[config.mk]
export PLATFORM = sky130hd
export DESIGN_NAME = mdu_ctrl
export DESIGN_NICKNAME = d
export VERILOG_FILES = /design/src/rtl/mdu_ctrl.sv
export SDC_FILE = /design/constraint.sdc
export NUM_CORES = 1
export LEC_CHECK = 0
export CAP_MARGIN = 20
export CORE_UTILIZATION = 44
export DETAILED_ROUTE_END_ITERATION = 8
export MAX_ROUTING_LAYER = met4
export PLACE_DENSITY = 0.87
export SKIP_CTS_REPAIR_TIMING = 1
export SYNTH_ARGS = -nofsm -noshare
export SYNTH_HDL_FRONTEND = slang
export SYNTH_SLANG_ARGS = --single-unit
export TNS_END_PERCENT = 50
[constraint.sdc]
create_clock -name clk -period 5.4 [get_ports clk]
set_clock_uncertainty 0.15 [all_clocks]
set_input_delay 0.54 -clock clk [delete_from_list [all_inputs] [get_ports clk]]
set_output_delay 0.54 -clock clk [all_outputs]
set_load 0.03 [all_outputs]
[src/rtl/mdu_ctrl.sv]
// mdu_ctrl: accepts one RV32M op, runs it through the iterative mdu (or resolves it locally), hands result to writeback.
// Optional one-entry result reuse cache is built when MDU_REUSE_EN is defined.
module mdu_ctrl #(
    parameter int unsigned WATCHDOG_CYCLES = 48
) (
    input  logic        clk,
    input  logic        rst,
    input  logic        flush,
    input  logic        req_valid,
    output logic        req_ready,
    input  logic [2:0]  req_funct3,
    input  logic [31:0] req_rs1,
    input  logic [31:0] req_rs2,
    input  logic [4:0]  req_rd,
    output logic        mdu_start,
    output logic [2:0]  mdu_funct3,
    output logic [31:0] mdu_a,
    output logic [31:0] mdu_b,
    input  logic        mdu_busy,
    input  logic        mdu_done,
    input  logic [63:0] mdu_product,
    input  logic [31:0] mdu_quotient,
    input  logic [31:0] mdu_remainder,
    output logic        wb_valid,
    input  logic        wb_ready,
    output logic [4:0]  wb_rd,
    output logic [31:0] wb_data,
    output logic        stall,
    output logic        err
);

    localparam logic [2:0] S_IDLE   = 3'd0;
    localparam logic [2:0] S_LAUNCH = 3'd1;
    localparam logic [2:0] S_WAIT   = 3'd2;
    localparam logic [2:0] S_WB     = 3'd3;
    localparam logic [2:0] S_DRAIN  = 3'd4;

    localparam int unsigned    CW       = $clog2(WATCHDOG_CYCLES + 1);
    localparam logic [CW-1:0]  WD_LIMIT = CW'(WATCHDOG_CYCLES);

    logic [2:0]    state_q,  state_d;
    logic [2:0]    funct3_q, funct3_d;
    logic [31:0]   a_q,      a_d;
    logic [31:0]   b_q,      b_d;
    logic [4:0]    rd_q,     rd_d;
    logic [31:0]   data_q,   data_d;
    logic [CW-1:0] wd_cnt_q, wd_cnt_d;
    logic          err_q,    err_d;

    logic          req_fire;
    logic          wd_hit;
    logic          cache_hit;
    logic [31:0]   cache_data;
    logic          busy_unused;

    assign busy_unused = mdu_busy;

    function automatic logic is_special(input logic [2:0] f, input logic [31:0] a, input logic [31:0] b);
        logic div_zero;
        logic overflow;
        div_zero = f[2] && (b == 32'd0);
        overflow = (f == 3'd4 || f == 3'd6) && (a == 32'h8000_0000) && (b == 32'hFFFF_FFFF);
        return div_zero || overflow;
    endfunction

    // Only called when is_special holds: b==0 means divide by zero, otherwise signed overflow.
    function automatic logic [31:0] special_result(input logic [2:0] f, input logic [31:0] a, input logic [31:0] b);
        logic [31:0] r;
        if (b == 32'd0) begin
            r = f[1] ? a : 32'hFFFF_FFFF;
        end else begin
            r = f[1] ? 32'd0 : 32'h8000_0000;
        end
        return r;
    endfunction

    function automatic logic [31:0] select_result(input logic [2:0] f, input logic [63:0] prod,
                                                  input logic [31:0] quo, input logic [31:0] rem);
        logic [31:0] r;
        if (f == 3'd0) begin
            r = prod[31:0];
        end else if (!f[2]) begin
            r = prod[63:32];
        end else if (f[1]) begin
            r = rem;
        end else begin
            r = quo;
        end
        return r;
    endfunction

    assign req_ready  = (state_q == S_IDLE) && !flush && !rst;
    assign req_fire   = req_valid && req_ready;
    assign mdu_start  = (state_q == S_LAUNCH);
    assign mdu_funct3 = funct3_q;
    assign mdu_a      = a_q;
    assign mdu_b      = b_q;
    assign wb_valid   = (state_q == S_WB);
    assign wb_rd      = rd_q;
    assign wb_data    = data_q;
    assign stall      = (state_q != S_IDLE);
    assign err        = err_q;

    // Counter holds cycles since mdu_start, so expiry lands err exactly WATCHDOG_CYCLES after the launch.
    assign wd_hit = (wd_cnt_q == WD_LIMIT - CW'(1));

`ifdef MDU_REUSE_EN
    logic          c_valid_q,  c_valid_d;
    logic [2:0]    c_funct3_q, c_funct3_d;
    logic [31:0]   c_a_q,      c_a_d;
    logic [31:0]   c_b_q,      c_b_d;
    logic [63:0]   c_prod_q,   c_prod_d;
    logic [31:0]   c_quo_q,    c_quo_d;
    logic [31:0]   c_rem_q,    c_rem_d;
    logic          fill_en;
    logic          compat;

    assign fill_en = (state_q == S_WAIT) && mdu_done && !flush;

    // Low product word is signedness-independent; signed and unsigned divides each share one entry.
    always_comb begin
        compat = 1'b0;
        case (req_funct3)
            3'd0:                compat = !c_funct3_q[2];
            3'd1, 3'd2, 3'd3:    compat = (c_funct3_q == req_funct3);
            default:             compat = c_funct3_q[2] && (c_funct3_q[0] == req_funct3[0]);
        endcase
    end

    assign cache_hit  = c_valid_q && compat && (c_a_q == req_rs1) && (c_b_q == req_rs2);
    assign cache_data = select_result(req_funct3, c_prod_q, c_quo_q, c_rem_q);

    always_comb begin
        c_valid_d  = c_valid_q;
        c_funct3_d = c_funct3_q;
        c_a_d      = c_a_q;
        c_b_d      = c_b_q;
        c_prod_d   = c_prod_q;
        c_quo_d    = c_quo_q;
        c_rem_d    = c_rem_q;
        if (fill_en) begin
            c_valid_d  = 1'b1;
            c_funct3_d = funct3_q;
            c_a_d      = a_q;
            c_b_d      = b_q;
            c_prod_d   = mdu_product;
            c_quo_d    = mdu_quotient;
            c_rem_d    = mdu_remainder;
        end
        if (flush || err_d) begin
            c_valid_d = 1'b0;
        end
    end

    always_ff @(posedge clk) begin
        if (rst) begin
            c_valid_q  <= 1'b0;
            c_funct3_q <= '0;
            c_a_q      <= '0;
            c_b_q      <= '0;
            c_prod_q   <= '0;
            c_quo_q    <= '0;
            c_rem_q    <= '0;
        end else begin
            c_valid_q  <= c_valid_d;
            c_funct3_q <= c_funct3_d;
            c_a_q      <= c_a_d;
            c_b_q      <= c_b_d;
            c_prod_q   <= c_prod_d;
            c_quo_q    <= c_quo_d;
            c_rem_q    <= c_rem_d;
        end
    end
`else
    assign cache_hit  = 1'b0;
    assign cache_data = 32'd0;
`endif

    always_comb begin
        state_d  = state_q;
        funct3_d = funct3_q;
        a_d      = a_q;
        b_d      = b_q;
        rd_d     = rd_q;
        data_d   = data_q;
        wd_cnt_d = wd_cnt_q;
        err_d    = 1'b0;
        case (state_q)
            S_IDLE: begin
                if (req_fire) begin
                    funct3_d = req_funct3;
                    a_d      = req_rs1;
                    b_d      = req_rs2;
                    rd_d     = req_rd;
                    if (is_special(req_funct3, req_rs1, req_rs2)) begin
                        data_d  = special_result(req_funct3, req_rs1, req_rs2);
                        state_d = S_WB;
                    end else if (cache_hit) begin
                        data_d  = cache_data;
                        state_d = S_WB;
                    end else begin
                        wd_cnt_d = '0;
                        state_d  = S_LAUNCH;
                    end
                end
            end
            S_LAUNCH: begin
                wd_cnt_d = CW'(1);
                state_d  = flush ? S_DRAIN : S_WAIT;
            end
            S_WAIT: begin
                // A done coinciding with flush is simply discarded; nothing left to drain.
                if (mdu_done) begin
                    if (flush) begin
                        state_d = S_IDLE;
                    end else begin
                        data_d  = select_result(funct3_q, mdu_product, mdu_quotient, mdu_remainder);
                        state_d = S_WB;
                    end
                end else if (wd_hit) begin
                    err_d   = 1'b1;
                    state_d = S_IDLE;
                end else begin
                    wd_cnt_d = wd_cnt_q + CW'(1);
                    if (flush) begin
                        state_d = S_DRAIN;
                    end
                end
            end
            S_DRAIN: begin
                if (mdu_done) begin
                    state_d = S_IDLE;
                end else if (wd_hit) begin
                    err_d   = 1'b1;
                    state_d = S_IDLE;
                end else begin
                    wd_cnt_d = wd_cnt_q + CW'(1);
                end
            end
            S_WB: begin
                if (flush || wb_ready) begin
                    state_d = S_IDLE;
                end
            end
            default: begin
                state_d = S_IDLE;
            end
        endcase
    end

    always_ff @(posedge clk) begin
        if (rst) begin
            state_q  <= S_IDLE;
            funct3_q <= '0;
            a_q      <= '0;
            b_q      <= '0;
            rd_q     <= '0;
            data_q   <= '0;
            wd_cnt_q <= '0;
            err_q    <= 1'b0;
        end else begin
            state_q  <= state_d;
            funct3_q <= funct3_d;
            a_q      <= a_d;
            b_q      <= b_d;
            rd_q     <= rd_d;
            data_q   <= data_d;
            wd_cnt_q <= wd_cnt_d;
            err_q    <= err_d;
        end
    end

endmodule

==> impl_metrics.csv, run 1 <==
group,metric,value,unit
critical_path,cpMostUsedCell,"buf_4",
layout,nFillCells,1050,
layout,diodes,0,
layout,final_area,0.01009,mm²
critical_path,critPathLaunchType,"input pin",
pwr,cellPowerDensity,326.4,mW/mm²
floorplanning,dieArea,0.01486,mm²
route,via_per_inst,5.611,
cts,cts_tree,"built",
cts,path_clk_slew,60,ps
global_routing,top_usage_layer,"met2",
timing,final_max_slew_viol_count,0,
route,drtIter0Drc,415,
synth,synthFlopType,"dfxtp_1",
job,maxCapViolations,0,
cts,clk_latency,400,ps
layout,instances_no_fill,1292,
placement,hpwl,17.38,mm
critical_path,cp_cell_sequence,"clkdlybuf4s50_1 -> nor4_1 -> nand4_1 -> or3_1 -> buf_4 -> o32ai_4 -> buf_4 -> or2_1 -> buf_4 -> a211oi_1",
synth,synth.top_cells.by_count,"nand2_1 (156), a21oi_1 (143), dfxtp_1 (114)",
route,drc_errors,0,
floorplanning,start_util,45.39,%
synth,syn_area,0.006325,mm²
route,finalWirelength,23.85,mm
critical_path,cp_data_arrival_time,3450,ps
timing,final_hold_viol_count,0,
global_routing,grt_pass1_wl,35.79,mm
cts,clock-sinks,114,
route,firstDrtPassIters,5,
cts,root_buffer,"clkbuf_16",
critical_path,criticalPathCategory,"input pin to flip-flop",
timing,setup_viol,0,
status,status,"completed",
cts,numCtsBuffers,17,
synth,async_flop_share,0,%
synth,ys_ff_latch,114,
placement,placed_area,0.009459,mm²
global_routing,grt_pass1_vias,6973,
floorplanning,num_io_pins,316,
placement,portBuffers,314,
synth,synth_fp_nets,1036,
synth,synth_area_per_cell,7.639,µm²
timing,period_minus_slack,3371,ps
floorplanning,die_w,121.9,µm
hold_path,hold_class,"flip-flop to flip-flop",
pwr,leakage,3.252,nW
global_routing,grt_use_met1,36.48,%
floorplanning,row_count,43,
floorplanning,die_y,121.9,µm
critical_path,crit_required,5480,ps
synth,synthMostInstantiatedCell,"nand2_1",
synth,synthCells,828,
pwr,ir_worst_vdd,0.2407,mV
synth,synth-seq-area-share,36.08,%
critical_path,slowest_delay,500,ps
critical_path,cp_num_buf_inv,4,
floorplanning,core,0.01393,mm²
timing,whs,302.4,ps
synth,yosysTopAreaCell,"dfxtp_1",
global_routing,global_route.usage.total,32.09,%
critical_path,critical-path-top-delay-family,"buffers and inverters",
critical_path,crit_path_end_kind,"flip-flop",
timing,setup-tns-final,0,ps
global_routing,met3_usage,8.427,%
critical_path,crit_path_top_delay_cell,"clkdlybuf4s50_1",
layout,multi_input_area,0.003707,mm²
synth,synth_warnings,0,
global_routing,grt_max_degree,89,
synth,synth.distinct_cells,51,
synth,synth_top_area_share,36.08,%
route,wl_per_cell,18.46,µm
layout,regArea,0.002285,mm²
timing,fmax,0.2967,GHz
timing,max_slew_margin,26.72,%
placement,dp_cells,1259,
cts,htreeDepth,4,
layout,area_delta_synth_final,59.54,%
timing,rsz0062_at_grt,"false",
layout,nNetsFinal,1307,
route,vias,7249,
timing,worstMarginPinSlew,1099,ps
global_routing,overflow,0,
global_routing,gr-usage-met2,53.32,%
global_routing,antenna_found_initial,0,
placement,gp_congestion,0.9323,
critical_path,crit_fanout,36,
route,ant_nets,0,
synth,synth-edff-count,0,
timing,final.period_utilization,62.42,%
layout,drive_gt1_share,6.924,%
synth,synth.area.top_cells,"dfxtp_1 (36%), a21oi_1 (11%), nand2_1 (9.3%)",
cts,clockBufferDepth,2,
==> cells by family (layout without fill, tap and decap cells) <==
group,count (synthesis),after routing,share of synthesized area (%)
fa+ha+maj,1,1,0.1978
mux,34,34,5.401
flops,114,114,36.08
simple gates,365,365,28.90
compound gates,233,233,23.76
buf+inv,80,364,5.519
xor+xnor,1,1,0.1385
==> routing by layer <==
layer,part of all wire [%],wire length [µm],up-vias
li1,-,-,3535
met3,9.4,2249,52
met4,3.1,748,0
met2,48,11380,325
met1,40,9474,3337
met5,0,0,-
==> sequential cells by signal (all words and copies together), names as in the netlist <==
| register | cells |
|---|---|
| mdu_a | 32 |
| mdu_b | 32 |
| wb_data | 32 |
| wd_cnt_q | 6 |
| wb_rd | 5 |
| mdu_funct3 | 3 |
| state_q | 3 |
| err | 1 |
==> layout make-up <==
type | count | share of cell area [%]
Tap cell | 180 | 2.232
Clock inverter | 12 | 1.538
Multi-Input combinational cell | 634 | 36.74
Inverter | 7 | 0.2604
Timing Repair Buffer | 325 | 32.06
Sequential cell | 114 | 22.64
Clock buffer | 20 | 4.526
==> placed cells by master, fill, tap and decap left out, types with 2 or more instances in the layout <==
master and n:
o21a_1 2, clkbuf_16 17, clkinvlp_4 5, clkdlybuf4s50_1 313, nor3_4 2, and3_1 2, o211ai_1 3, a21oi_1 143
clkinv_2 2, dfxtp_2 2, o32ai_1 2, o21ai_0 7, clkbuf_8 2, nand4_1 14, bufinv_16 3, mux2i_1 33
a211oi_1 44, nor3_1 67, nor2b_1 63, dfxtp_1 112, nor4_1 25, inv_1 6, or3_1 2, nand4b_1 2
buf_4 11, a31o_2 3, nor2_1 10, nand2_1 156, a211oi_2 19, and4_1 5, nand3_1 5
==> worst paths after layout <==
kind,startpoint,end,slack [ps],depth (start not counted)
setup reg to reg,state_q[2],wb_data[1],2530,9
setup / recovery,req_rs2[16],wb_data[1],2030,10
hold / removal,mdu_a[31],mdu_a[31],300,2
hold reg to reg,mdu_a[31],mdu_a[31],300,2
==> where the power goes <==
part,switching [W],internal (W)
Clock,0.000409,0.000750
Sequential,0.0000708,0.000921
Combinational,0.000655,0.000488
Total,0.00113,0.00216
==> worst register-to-register path, delay by kind of cell (launching register included) <==
kind | cells | cell delay, ps
AO/OA/AOI/OAI | 2 | 440
buffers and inverters | 3 | 950
flip-flops | 1 | 420
AND/OR/NAND/NOR | 4 | 740
==> per-stage QoR <==
stage               util, %  setup slack, ps  total power, W
floorplan                 -             2933        0.001694
global placement      67.88             1693        0.002121
detailed placement    67.88             1641        0.002140
CTS                   72.27             2071        0.003298
global route          72.42             1908        0.003442
finish                72.42             2029        0.003294
No activity file was read; power rests on OpenSTA's default activity.
==> run 2, diff against run 1 <==
Settings changed: CORE_UTILIZATION 44 to 41, PLACE_DENSITY 0.87 to 0.82.
Clock period 5.4 ns to 3.2 ns, I/O delays scaled along.
==> impl_metrics.csv, run 2 (synthesis gave the netlist of run 1 again) <==
group,metric,value,unit
floorplanning,core,0.01515,mm²
cts,cts_tree,"built",
critical_path,cp_cell_sequence,"nor3b_1 -> clkdlybuf4s50_1",
global_routing,antenna_found_initial,0,
floorplanning,num_io_pins,316,
layout,nNetsFinal,1322,
route,ant_nets,0,
cts,root_buffer,"clkbuf_16",
route,via_per_inst,5.583,
layout,nFillCells,1279,
critical_path,slowest_delay,770,ps
critical_path,critPathLaunchType,"flip-flop",
layout,drive_gt1_share,8.341,%
cts,clockBufferDepth,2,
layout,utilization,67.20,%
timing,fmax,0.3814,GHz
route,firstDrtPassIters,7,
cts,clk_latency,410,ps
global_routing,overflow,0,
global_routing,grt_pass1_vias,7092,
critical_path,r2r_start,"state_q[2]",
timing,period_minus_slack,2622,ps
route,drc_errors,0,
critical_path,cp-startpoint,"state_q[0]",
timing,setup-tns-final,0,ps
pwr,ir_worst_vdd,0.4041,mV
hold_path,hold_class,"input pin to flip-flop",
timing,max_slew_margin,40.43,%
pwr,leakage,3.319,nW
cts,clock-sinks,114,
timing,setup_viol,0,
pwr,cellPowerDensity,525.0,mW/mm²
timing,final_max_slew_viol_count,0,
layout,final_cell_mix,"clkdlybuf4s50_1 (313), nand2_1 (156), a21oi_1 (143)",
timing,final.period_utilization,81.93,%
job,maxCapViolations,0,
route,vias,7342,
layout,final_common_cell,"clkdlybuf4s50_1",
global_routing,global_route.usage.total,31.03,%
global_routing,grt_max_degree,73,
critical_path,cp_data_arrival_time,2150,ps
timing,whs,297.8,ps
cts,numCtsBuffers,17,
placement,portBuffers,314,
critical_path,crit_path_top_delay_cell,"clkdlybuf4s50_1",
cts,path_clk_slew,60,ps
floorplanning,start_util,41.76,%
layout,area_delta_synth_final,60.91,%
critical_path,criticalPathCategory,"flip-flop to primary output",
critical_path,crit_fanout,11,
critical_path,crit_path_end_kind,"primary output",
critical_path,crit_required,2730,ps
global_routing,grt_pass1_wl,37.32,mm
cts,htreeDepth,4,
hold_path,min-delay-start,"req_rd[1]",
route,drtIter0Drc,564,
status,status,"completed",
floorplanning,die_y,126.2,µm
floorplanning,dieArea,0.01593,mm²
placement,gp_congestion,0.8841,
placement,hpwl,17.94,mm
route,wl_per_cell,18.35,µm
floorplanning,row_count,45,
timing,final_hold_viol_count,0,
timing,worstMarginPinSlew,890.7,ps
timing,rsz0062_at_grt,"false",
layout,diodes,0,
floorplanning,die_w,126.2,µm
route,finalWirelength,24.13,mm
[run 2: cell type report]
class                   count  area (µm²)  area share (%)
clock buffers              17       425.4           4.180
clock inverters            15       112.6           1.106
inverters                   7       26.28          0.2582
multi-input cells         634        3707           36.43
flip-flops and latches    114        2285           22.45
well taps                 188       235.2           2.311
repair buffers            340        3386           33.27
[run 2: critical path: cells and delay by family (launching register included)]
kind / cells / cell delay [ps]
flip-flops: 1 / 560
buffers and inverters: 1 / 770
AND/OR/NAND/NOR: 1 / 410
[run 2: metrics by stage]
stage	area (µm²)	power [W]	instances	worst slack [ps]
global placement	9639	0.003618	1283	187.0
floorplan	6325	0.002859	828	732.7
CTS	10180	0.005372	1315	567.4
detailed placement	9639	0.003649	1283	225.2
global route	10180	0.005608	1315	444.5
finish	10180	0.005343	1315	578.1
[run 2: where the power goes]
part           leakage, nW  internal (W)  switching [W]
Combinational         2.14      0.000844        0.00111
Clock                0.260      0.000992       0.000722
Sequential           0.924       0.00155       0.000123
[run 2: path summary, 6_finish.rpt]
check,end,cells after the start,slack [ps]
min,wb_rd[1],3,300
max,mdu_start,2,580
min reg2reg,mdu_a[4],2,300
max reg2reg,wb_data[8],7,860
[run 2: metal layers]
metal / share of wire (%) / up-vias / track usage (%) / wire length, µm
met5: 0 / - / - / 0
met4: 2.5 / 0 / 10.77 / 604
met3: 9.1 / 42 / 8.879 / 2187
met2: 48 / 364 / 51.09 / 11570
met1: 40 / 3375 / 36.02 / 9769
li1: - / 3561 / - / -
